[config.mk]
export PLATFORM = sky130hd
export DESIGN_NAME = mc_ctrl_fsm
export DESIGN_NICKNAME = d
export VERILOG_FILES = /design/src/rtl/mc_ctrl_fsm_pkg.sv /design/src/rtl/mc_ctrl_fsm.sv
export SDC_FILE = /design/constraint.sdc
export NUM_CORES = 1
export LEC_CHECK = 0
export CAP_MARGIN = 20
export CORE_MARGIN = 2
export CORE_UTILIZATION = 50
export DETAILED_ROUTE_END_ITERATION = 10
export PLACE_DENSITY = 0.83
export SLEW_MARGIN = 0
export SYNTH_ARGS = -nofsm -noshare
export SYNTH_HDL_FRONTEND = slang
export SYNTH_SLANG_ARGS = --single-unit
[constraint.sdc]
create_clock -name clk_i -period 6.6 [get_ports clk_i]
set_clock_uncertainty 0.2 [all_clocks]
set_input_delay 1.32 -clock clk_i [delete_from_list [all_inputs] [get_ports clk_i]]
set_output_delay 1.32 -clock clk_i [all_outputs]
set_load 0.01 [all_outputs]
[src/rtl/mc_ctrl_fsm_pkg.sv]
// Shared types and encodings for the multicycle datapath controller.
// Covers state names, opcodes, ALU/mux selects and the state-to-control decode.
package mc_ctrl_fsm_pkg;

  localparam int unsigned OPCODE_W = 6;
  localparam int unsigned ALUOP_W  = 3;
  localparam int unsigned SEL_W    = 2;

  typedef enum logic [3:0] {
    S_IDLE,
    S_FETCH,
    S_DECODE,
    S_MEMADDR,
    S_MEMRD,
    S_MEMWB,
    S_MEMWR,
    S_EXEC_R,
    S_R_WB,
    S_EXEC_I,
    S_I_WB,
    S_BRANCH,
    S_JUMP
  } state_t;

  localparam logic [OPCODE_W-1:0] OP_R    = 6'h00;
  localparam logic [OPCODE_W-1:0] OP_LW   = 6'h23;
  localparam logic [OPCODE_W-1:0] OP_SW   = 6'h2B;
  localparam logic [OPCODE_W-1:0] OP_BEQ  = 6'h04;
  localparam logic [OPCODE_W-1:0] OP_J    = 6'h02;
  localparam logic [OPCODE_W-1:0] OP_ADDI = 6'h08;
  localparam logic [OPCODE_W-1:0] OP_SLTI = 6'h0A;

  localparam logic [ALUOP_W-1:0] ALUOP_ADD   = 3'd0;
  localparam logic [ALUOP_W-1:0] ALUOP_SUB   = 3'd1;
  localparam logic [ALUOP_W-1:0] ALUOP_FUNCT = 3'd2;
  localparam logic [ALUOP_W-1:0] ALUOP_SLT   = 3'd3;

  localparam logic [SEL_W-1:0] SRCB_B       = 2'd0;
  localparam logic [SEL_W-1:0] SRCB_FOUR    = 2'd1;
  localparam logic [SEL_W-1:0] SRCB_IMM     = 2'd2;
  localparam logic [SEL_W-1:0] SRCB_IMM_SH2 = 2'd3;

  localparam logic [SEL_W-1:0] PCSRC_ALU    = 2'd0;
  localparam logic [SEL_W-1:0] PCSRC_ALUOUT = 2'd1;
  localparam logic [SEL_W-1:0] PCSRC_JUMP   = 2'd2;

  // Control outputs that depend on state only (input-qualified pulses live in the top).
  typedef struct packed {
    logic               mem_req;
    logic               mem_we;
    logic               iord;
    logic               reg_write;
    logic               reg_dst;
    logic               mem_to_reg;
    logic               alu_src_a;
    logic               pc_write;
    logic               pc_write_cond;
    logic [SEL_W-1:0]   alu_src_b;
    logic [SEL_W-1:0]   pc_source;
    logic [ALUOP_W-1:0] alu_op;
    logic               instr_done;
  } ctrl_t;

  // Per-state control word; slt_sel picks the EXEC_I ALU operation.
  function automatic ctrl_t state_ctrl(input state_t s, input logic slt_sel);
    ctrl_t c;
    c = '0;
    case (s)
      S_FETCH: begin
        c.mem_req   = 1'b1;
        c.alu_src_b = SRCB_FOUR;
        c.alu_op    = ALUOP_ADD;
        c.pc_source = PCSRC_ALU;
      end
      S_DECODE: begin
        c.alu_src_b = SRCB_IMM_SH2;
        c.alu_op    = ALUOP_ADD;
      end
      S_MEMADDR: begin
        c.alu_src_a = 1'b1;
        c.alu_src_b = SRCB_IMM;
        c.alu_op    = ALUOP_ADD;
      end
      S_MEMRD: begin
        c.mem_req = 1'b1;
        c.iord    = 1'b1;
      end
      S_MEMWB: begin
        c.reg_write  = 1'b1;
        c.mem_to_reg = 1'b1;
        c.instr_done = 1'b1;
      end
      S_MEMWR: begin
        c.mem_req = 1'b1;
        c.iord    = 1'b1;
        c.mem_we  = 1'b1;
      end
      S_EXEC_R: begin
        c.alu_src_a = 1'b1;
        c.alu_src_b = SRCB_B;
        c.alu_op    = ALUOP_FUNCT;
      end
      S_R_WB: begin
        c.reg_write  = 1'b1;
        c.reg_dst    = 1'b1;
        c.instr_done = 1'b1;
      end
      S_EXEC_I: begin
        c.alu_src_a = 1'b1;
        c.alu_src_b = SRCB_IMM;
        c.alu_op    = slt_sel ? ALUOP_SLT : ALUOP_ADD;
      end
      S_I_WB: begin
        c.reg_write  = 1'b1;
        c.instr_done = 1'b1;
      end
      S_BRANCH: begin
        c.alu_src_a     = 1'b1;
        c.alu_src_b     = SRCB_B;
        c.alu_op        = ALUOP_SUB;
        c.pc_write_cond = 1'b1;
        c.pc_source     = PCSRC_ALUOUT;
        c.instr_done    = 1'b1;
      end
      S_JUMP: begin
        c.pc_write   = 1'b1;
        c.pc_source  = PCSRC_JUMP;
        c.instr_done = 1'b1;
      end
      default: ;
    endcase
    return c;
  endfunction

endpackage

[src/rtl/mc_ctrl_fsm.sv]
// Moore control FSM for a multicycle MIPS-style datapath.
// Control word is registered from the next state so it lines up with the state register.
module mc_ctrl_fsm
  import mc_ctrl_fsm_pkg::*;
(
  input  logic                clk_i,
  input  logic                rst_i,
  input  logic [OPCODE_W-1:0] opcode_i,
  input  logic                mem_ready_i,
  output logic                mem_req_o,
  output logic                mem_we_o,
  output logic                IorD_o,
  output logic                IRWrite_o,
  output logic                RegWrite_o,
  output logic                RegDst_o,
  output logic                MemtoReg_o,
  output logic                ALUSrcA_o,
  output logic                PCWrite_o,
  output logic                PCWriteCond_o,
  output logic [SEL_W-1:0]    ALUSrcB_o,
  output logic [SEL_W-1:0]    PCSource_o,
  output logic [ALUOP_W-1:0]  ALUOp_o,
  output logic                instr_done_o,
  output logic                illegal_o
);

  state_t state_q, state_d;
  logic   is_sw_q, is_sw_d;
  logic   slt_sel_q, slt_sel_d;
  logic   op_legal;
  ctrl_t  ctrl_q, ctrl_d;
  logic   fetch_done;
  logic   store_done;

  // Next-state, decode capture and next control word.
  always_comb begin
    state_d   = state_q;
    is_sw_d   = is_sw_q;
    slt_sel_d = slt_sel_q;
    op_legal  = 1'b1;
    case (state_q)
      S_IDLE:  state_d = S_FETCH;
      S_FETCH: if (mem_ready_i) state_d = S_DECODE;
      S_DECODE: begin
        is_sw_d   = (opcode_i == OP_SW);
        slt_sel_d = (opcode_i == OP_SLTI);
        case (opcode_i)
          OP_R:             state_d = S_EXEC_R;
          OP_LW, OP_SW:     state_d = S_MEMADDR;
          OP_ADDI, OP_SLTI: state_d = S_EXEC_I;
          OP_BEQ:           state_d = S_BRANCH;
          OP_J:             state_d = S_JUMP;
          default: begin
            state_d  = S_IDLE;
            op_legal = 1'b0;
          end
        endcase
      end
      S_MEMADDR: state_d = is_sw_q ? S_MEMWR : S_MEMRD;
      S_MEMRD:   if (mem_ready_i) state_d = S_MEMWB;
      S_MEMWB:   state_d = S_FETCH;
      S_MEMWR:   if (mem_ready_i) state_d = S_FETCH;
      S_EXEC_R:  state_d = S_R_WB;
      S_R_WB:    state_d = S_FETCH;
      S_EXEC_I:  state_d = S_I_WB;
      S_I_WB:    state_d = S_FETCH;
      S_BRANCH:  state_d = S_FETCH;
      S_JUMP:    state_d = S_FETCH;
      default:   state_d = S_IDLE;
    endcase
    ctrl_d = state_ctrl(state_d, slt_sel_d);
  end

  always_ff @(posedge clk_i) begin
    if (rst_i) begin
      state_q   <= S_IDLE;
      is_sw_q   <= 1'b0;
      slt_sel_q <= 1'b0;
      ctrl_q    <= '0;
    end else begin
      state_q   <= state_d;
      is_sw_q   <= is_sw_d;
      slt_sel_q <= slt_sel_d;
      ctrl_q    <= ctrl_d;
    end
  end

  // Completion strobes only fire in the cycle the memory handshake closes.
  assign fetch_done = (state_q == S_FETCH) & mem_ready_i;
  assign store_done = (state_q == S_MEMWR) & mem_ready_i;

  assign mem_req_o     = ctrl_q.mem_req;
  assign mem_we_o      = ctrl_q.mem_we;
  assign IorD_o        = ctrl_q.iord;
  assign IRWrite_o     = fetch_done;
  assign RegWrite_o    = ctrl_q.reg_write;
  assign RegDst_o      = ctrl_q.reg_dst;
  assign MemtoReg_o    = ctrl_q.mem_to_reg;
  assign ALUSrcA_o     = ctrl_q.alu_src_a;
  assign PCWrite_o     = ctrl_q.pc_write | fetch_done;
  assign PCWriteCond_o = ctrl_q.pc_write_cond;
  assign ALUSrcB_o     = ctrl_q.alu_src_b;
  assign PCSource_o    = ctrl_q.pc_source;
  assign ALUOp_o       = ctrl_q.alu_op;
  assign instr_done_o  = ctrl_q.instr_done | store_done;
  assign illegal_o     = (state_q == S_DECODE) & ~op_legal;

endmodule

### Yosys cells after proc, flatten, opt, wreduce, memory -nomap -nowiden

Index checks and enable logic that the tools add are counted.

| word-level totals | value |
|---|---|
| bits in registers | 23 |
| word-level logic and storage cells | 87 |
| bits of input ports | 9 |

| cells by class | value |
|---|---|
| equality and inequality tests | 30 |
| reduce and logical (&&, ||, !) cells | 12 |
| multiplexer cells | 23 |
| bitwise operators | 6 |

Operators by type and width:

| operator | count |
|---|---|
| $eq A4 B4 Y1 const B | 10 |
| $eq A4 B3 Y1 const B | 8 |
| $pmux W4 S8 | 1 |
| $pmux W4 S5 | 1 |
| $eq A4 B2 Y1 const B | 4 |
| $mux W1 | 13 |
| $eq A6 B4 Y1 const B | 2 |
| $eq A6 B6 Y1 const B | 2 |
| $mux W4 | 3 |
| $pmux W2 S3 | 2 |
| $eq A4 B1 Y1 const B | 2 |
| $reduce_or A2 Y1 | 4 |
| $reduce_or A7 Y1 | 1 |
| $eq A6 B2 Y1 const B | 1 |
| $eq A6 B3 Y1 const B | 1 |
| $logic_not A6 Y1 | 1 |
| $reduce_or A3 Y1 | 2 |
| $reduce_or A6 Y1 | 1 |
| $reduce_or A5 Y1 | 1 |
| $logic_not A4 Y1 | 1 |
| $mux W2 | 2 |
| $pmux W2 S2 | 1 |
| $reduce_or A4 Y1 | 1 |
| $and A1 B1 Y1 | 3 |
| other kinds (2) | 3 |

### Longest topological paths before layout

| depth | value |
|---|---|
| depth after elaboration | 7 |
| mapped depth | 7 |
| gate-level depth less buffers | 5 |

### Worst setup path after synthesis

Ideal clock, no wire load.

| path | value |
|---|---|
| path kind | input port to output port |
| start point | input port opcode_i[1] |
| end point | output port illegal_o |
| stages on the path | 4 |
| buffers on the path | 0 |
| arrival time | 2.299 ns |
| setup slack | 2.781 ns |
| cells stage by stage | or4_1 a21oi_1 a21oi_1 and2_1 |

| on the way | value |
|---|---|
| cells in the longest elaborated chain, start to end | 6 |
| elaborated cells between the ends (all ways) | 12 |
| those cells by class | eq/ne (6); mux (2); bitwise (2); reduce/logical (2) |

RTL lines:

| what | line | RTL |
|---|---|---|
| from (decl) | mc_ctrl_fsm.sv:8 | `input logic [OPCODE_W-1:0] opcode_i,` |
| $eq A6 B6 Y1 (tied with other cells) | mc_ctrl_fsm.sv:47 | `case (opcode_i)` |
| $reduce_or A7 Y1 (no line) (*) | - |  |
| $mux W1 (*) | mc_ctrl_fsm.sv:47 |  |
| $mux W1 (*) | mc_ctrl_fsm.sv:41 | `case (state_q)` |
| $not A1 Y1 (*) | mc_ctrl_fsm.sv:106 | `assign illegal_o = (state_q == S_DECODE) & ~op_legal;` |
| $and A1 B1 Y1 (*) | mc_ctrl_fsm.sv:106 |  |
| to (decl) | mc_ctrl_fsm.sv:24 | `output logic illegal_o` |

Every way passes the cells marked *; elsewhere a longest branch is shown, timed or not.

### Worst setup path in the final report

Ends and elaborated chain as after synthesis.

==> results.yml <==
detailed_routing:
  routed_wl_mm: 2.03
  drt_iter0_drc: 12
  drc: 0
  firstDrtPassIters: 4
  vias: 837
  via_per_inst: 5.40
  antenna_left: 0
  wire_per_inst_um: 13.1
power:
  power_mw: 0.267
  pwr-share-clk_pct: 37.3
  seqPwrFrac_pct: 48.0
  p_leak_nw: 0.480
  swShare_pct: 22.7
  internal-power_mw: 0.206
  pwr-share-comb_pct: 14.7
  p_sw_mw: 0.0606
  powerDensity_nw_per_um2: 210
  vdd.ir_drop.worst_mv: 0.209
status:
  outcome: "completed"
sta:
  fin_tns_setup_ps: 0
  finalSetupViolCount: 0
  min_period_over_period_pct: 73.3
  hold_viol_final: 0
  slew_headroom_pct: 62.3
  grt_setup_unrepaired: "no"
  tightest_slew_ps: 565
  worst_hold_slack_ps: 299
  fmax_mhz: 207
  min_period_ps: 4840
  finalMaxSlewViolations: 0
floorplanning:
  start_util_pct: 52.1
  fp.dieArea_um2: 2400
  die_w_um: 49.0
  die_y_um: 49.0
  std_cell_rows: 16
  fp.coreArea_um2: 1940
  ioPinCount: 28
cts:
  hold_buffers: 0
  post_cts_buffers: 0
  clk_pin_slew_ps: 120
  cts_tree: "yes"
  root_buffer: "clkbuf_4"
  max-clock-path-buffers: 2
  cts_resized: 0
  numCtsBuffers: 3
  htreeDepth: 1
  clock_sinks: 20
  clk_latency_ps: 300
logic_synthesis:
  synth-seq-cells: 20
  synth_area_leaders: "dfxtp_1, buf_4, a21oi_1, nor2_1, nand2_1"
  ys_top_cells_by_count: "dfxtp_1, nor2_1, a21oi_1, buf_4, nand2_1"
  synth-async-reset-ratio_pct: 0
  yosysSeqAreaShare_pct: 39.6
  syn_inst: 110
  synth.avg_cell_area_um2: 9.19
  yosysTopAreaCell: "dfxtp_1"
  yosysMostFrequentCell: "dfxtp_1"
  synthesis.area_um2: 1010
  yosysTopAreaCellShare_pct: 39.6
  yosysUniqueCellTypes: 47
  synth_fp_nets: 119
  synth-edff-count: 0
  yosysWarnings: 0
  ys_dominant_reg_cell: "dfxtp_1"
place:
  dp_hpwl_mm: 1.48
  io_buffers: 26
  gp_congestion: 0.759
grt:
  grt_usage_pct: 18.2
  grt_max_degree: 14
  grt_pass1_vias: 785
  grt_antenna_before_repair: 0
  overflow: 0
  grt_pass1_wl_mm: 3.46
critical_path:
  crit_type: "input port to output pin"
  end_kind: "output pin"
  cp_max_fo: 5
  required_ps: 5080
  critPathLaunchType: "input port"
  arrival_ps: 3320
finish:
  nNetsFinal: 138
  area_delta_synth_final_pct: 25.5
  antenna_cells: 0
  drive_gt1_share_pct: 12.5
hold_path:
  hold_path.class: "register to register"
flow_run:
  max_cap_viol_count: 0
[sequential cells by signal, summed over array words and instances (netlist names)]
register    flops
state_q         4
ALUOp_o         2
ALUSrcB_o       2
PCSource_o      2
ctrl_q          2
ALUSrcA_o       1
IorD_o          1
MemtoReg_o      1
RegDst_o        1
RegWrite_o      1
is_sw_q         1
mem_req_o       1
mem_we_o        1
[per-layer routing]
metal  routed length (um)  track usage (%)
met5                    0                0
met4                    8             2.86
met3                  121             5.21
met2                 1050             34.9
met1                  849             19.9
[cell families after synthesis]
group / count (synthesis) / share of synthesized area, %
and+or+nand+nor: 51 / 31.4
AOI/OAI and AO/OA: 23 / 17.6
buffers and inverters: 13 / 9.16
DFF: 20 / 39.6
xor gates and xnor gates: 1 / 0.866
muxes: 1 / 0.990
other: 1 / 0.371
[power by group through the flow]
| stage | sequential, mW | clock (mW) | combinational, mW |
|---|---|---|---|
| finish | 0.128 | 0.0995 | 0.0393 |
| global route | 0.129 | 0.108 | 0.0426 |
| CTS | 0.128 | 0.101 | 0.0392 |
| detailed placement | 0.131 | 0 | 0.0390 |
| global placement | 0.130 | 0 | 0.0380 |
| floorplan | 0.130 | 0 | 0.0236 |
[critical path, cell delays in order]
cell and delay [ps]:
clkdlybuf4s50_1 490, or4_1 620, a21oi_1 190, a21oi_1 70, and2_1 160, clkdlybuf4s50_1 470
[stage by stage]
stage | utilization (%) | setup slack (ps) | area (um2) | std cells
after floorplan | - | 2780 | 1010 | 110
after global placement | 62.6 | 1830 | 1220 | 151
after detailed placement | 62.6 | 1770 | 1220 | 151
after CTS | 65.3 | 1760 | 1270 | 155
after global routing | 65.3 | 1690 | 1270 | 155
final | 65.3 | 1760 | 1270 | 155
[cells in the final DEF (no fill, tap or decap), types with 2 or more instances in the layout]
master,instances
nor3b_1,3
dfxtp_1,20
nand2b_1,2
and3b_2,2
nor3_1,5
o21a_1,2
and2b_1,2
a21oi_1,8
clkbuf_4,3
clkdlybuf4s50_1,26
nor2_1,10
a21o_1,2
nand2_1,7
a211oi_1,2
and2_1,4
[final timing paths]
| path | start | slack, ps | cells after the start | end |
|---|---|---|---|---|
| max | opcode_i[1] | 1760 | 6 | illegal_o |
| max reg2reg | state_q[1] | 4080 | 5 | RegDst_o |
| min reg2reg | is_sw_q | 300 | 2 | is_sw_q |
| min | is_sw_q | 300 | 2 | is_sw_q |
[final cells by class]
cell class	count	area [um2]
timing repair buffer	26	260
fill	185	673
clock inverter	1	30.0
inverter	1	3.75
sequential	20	400
tap	27	33.8
multi-input combinational	77	518
clock buffer	3	22.5
Power figures use the tool's default switching activity.
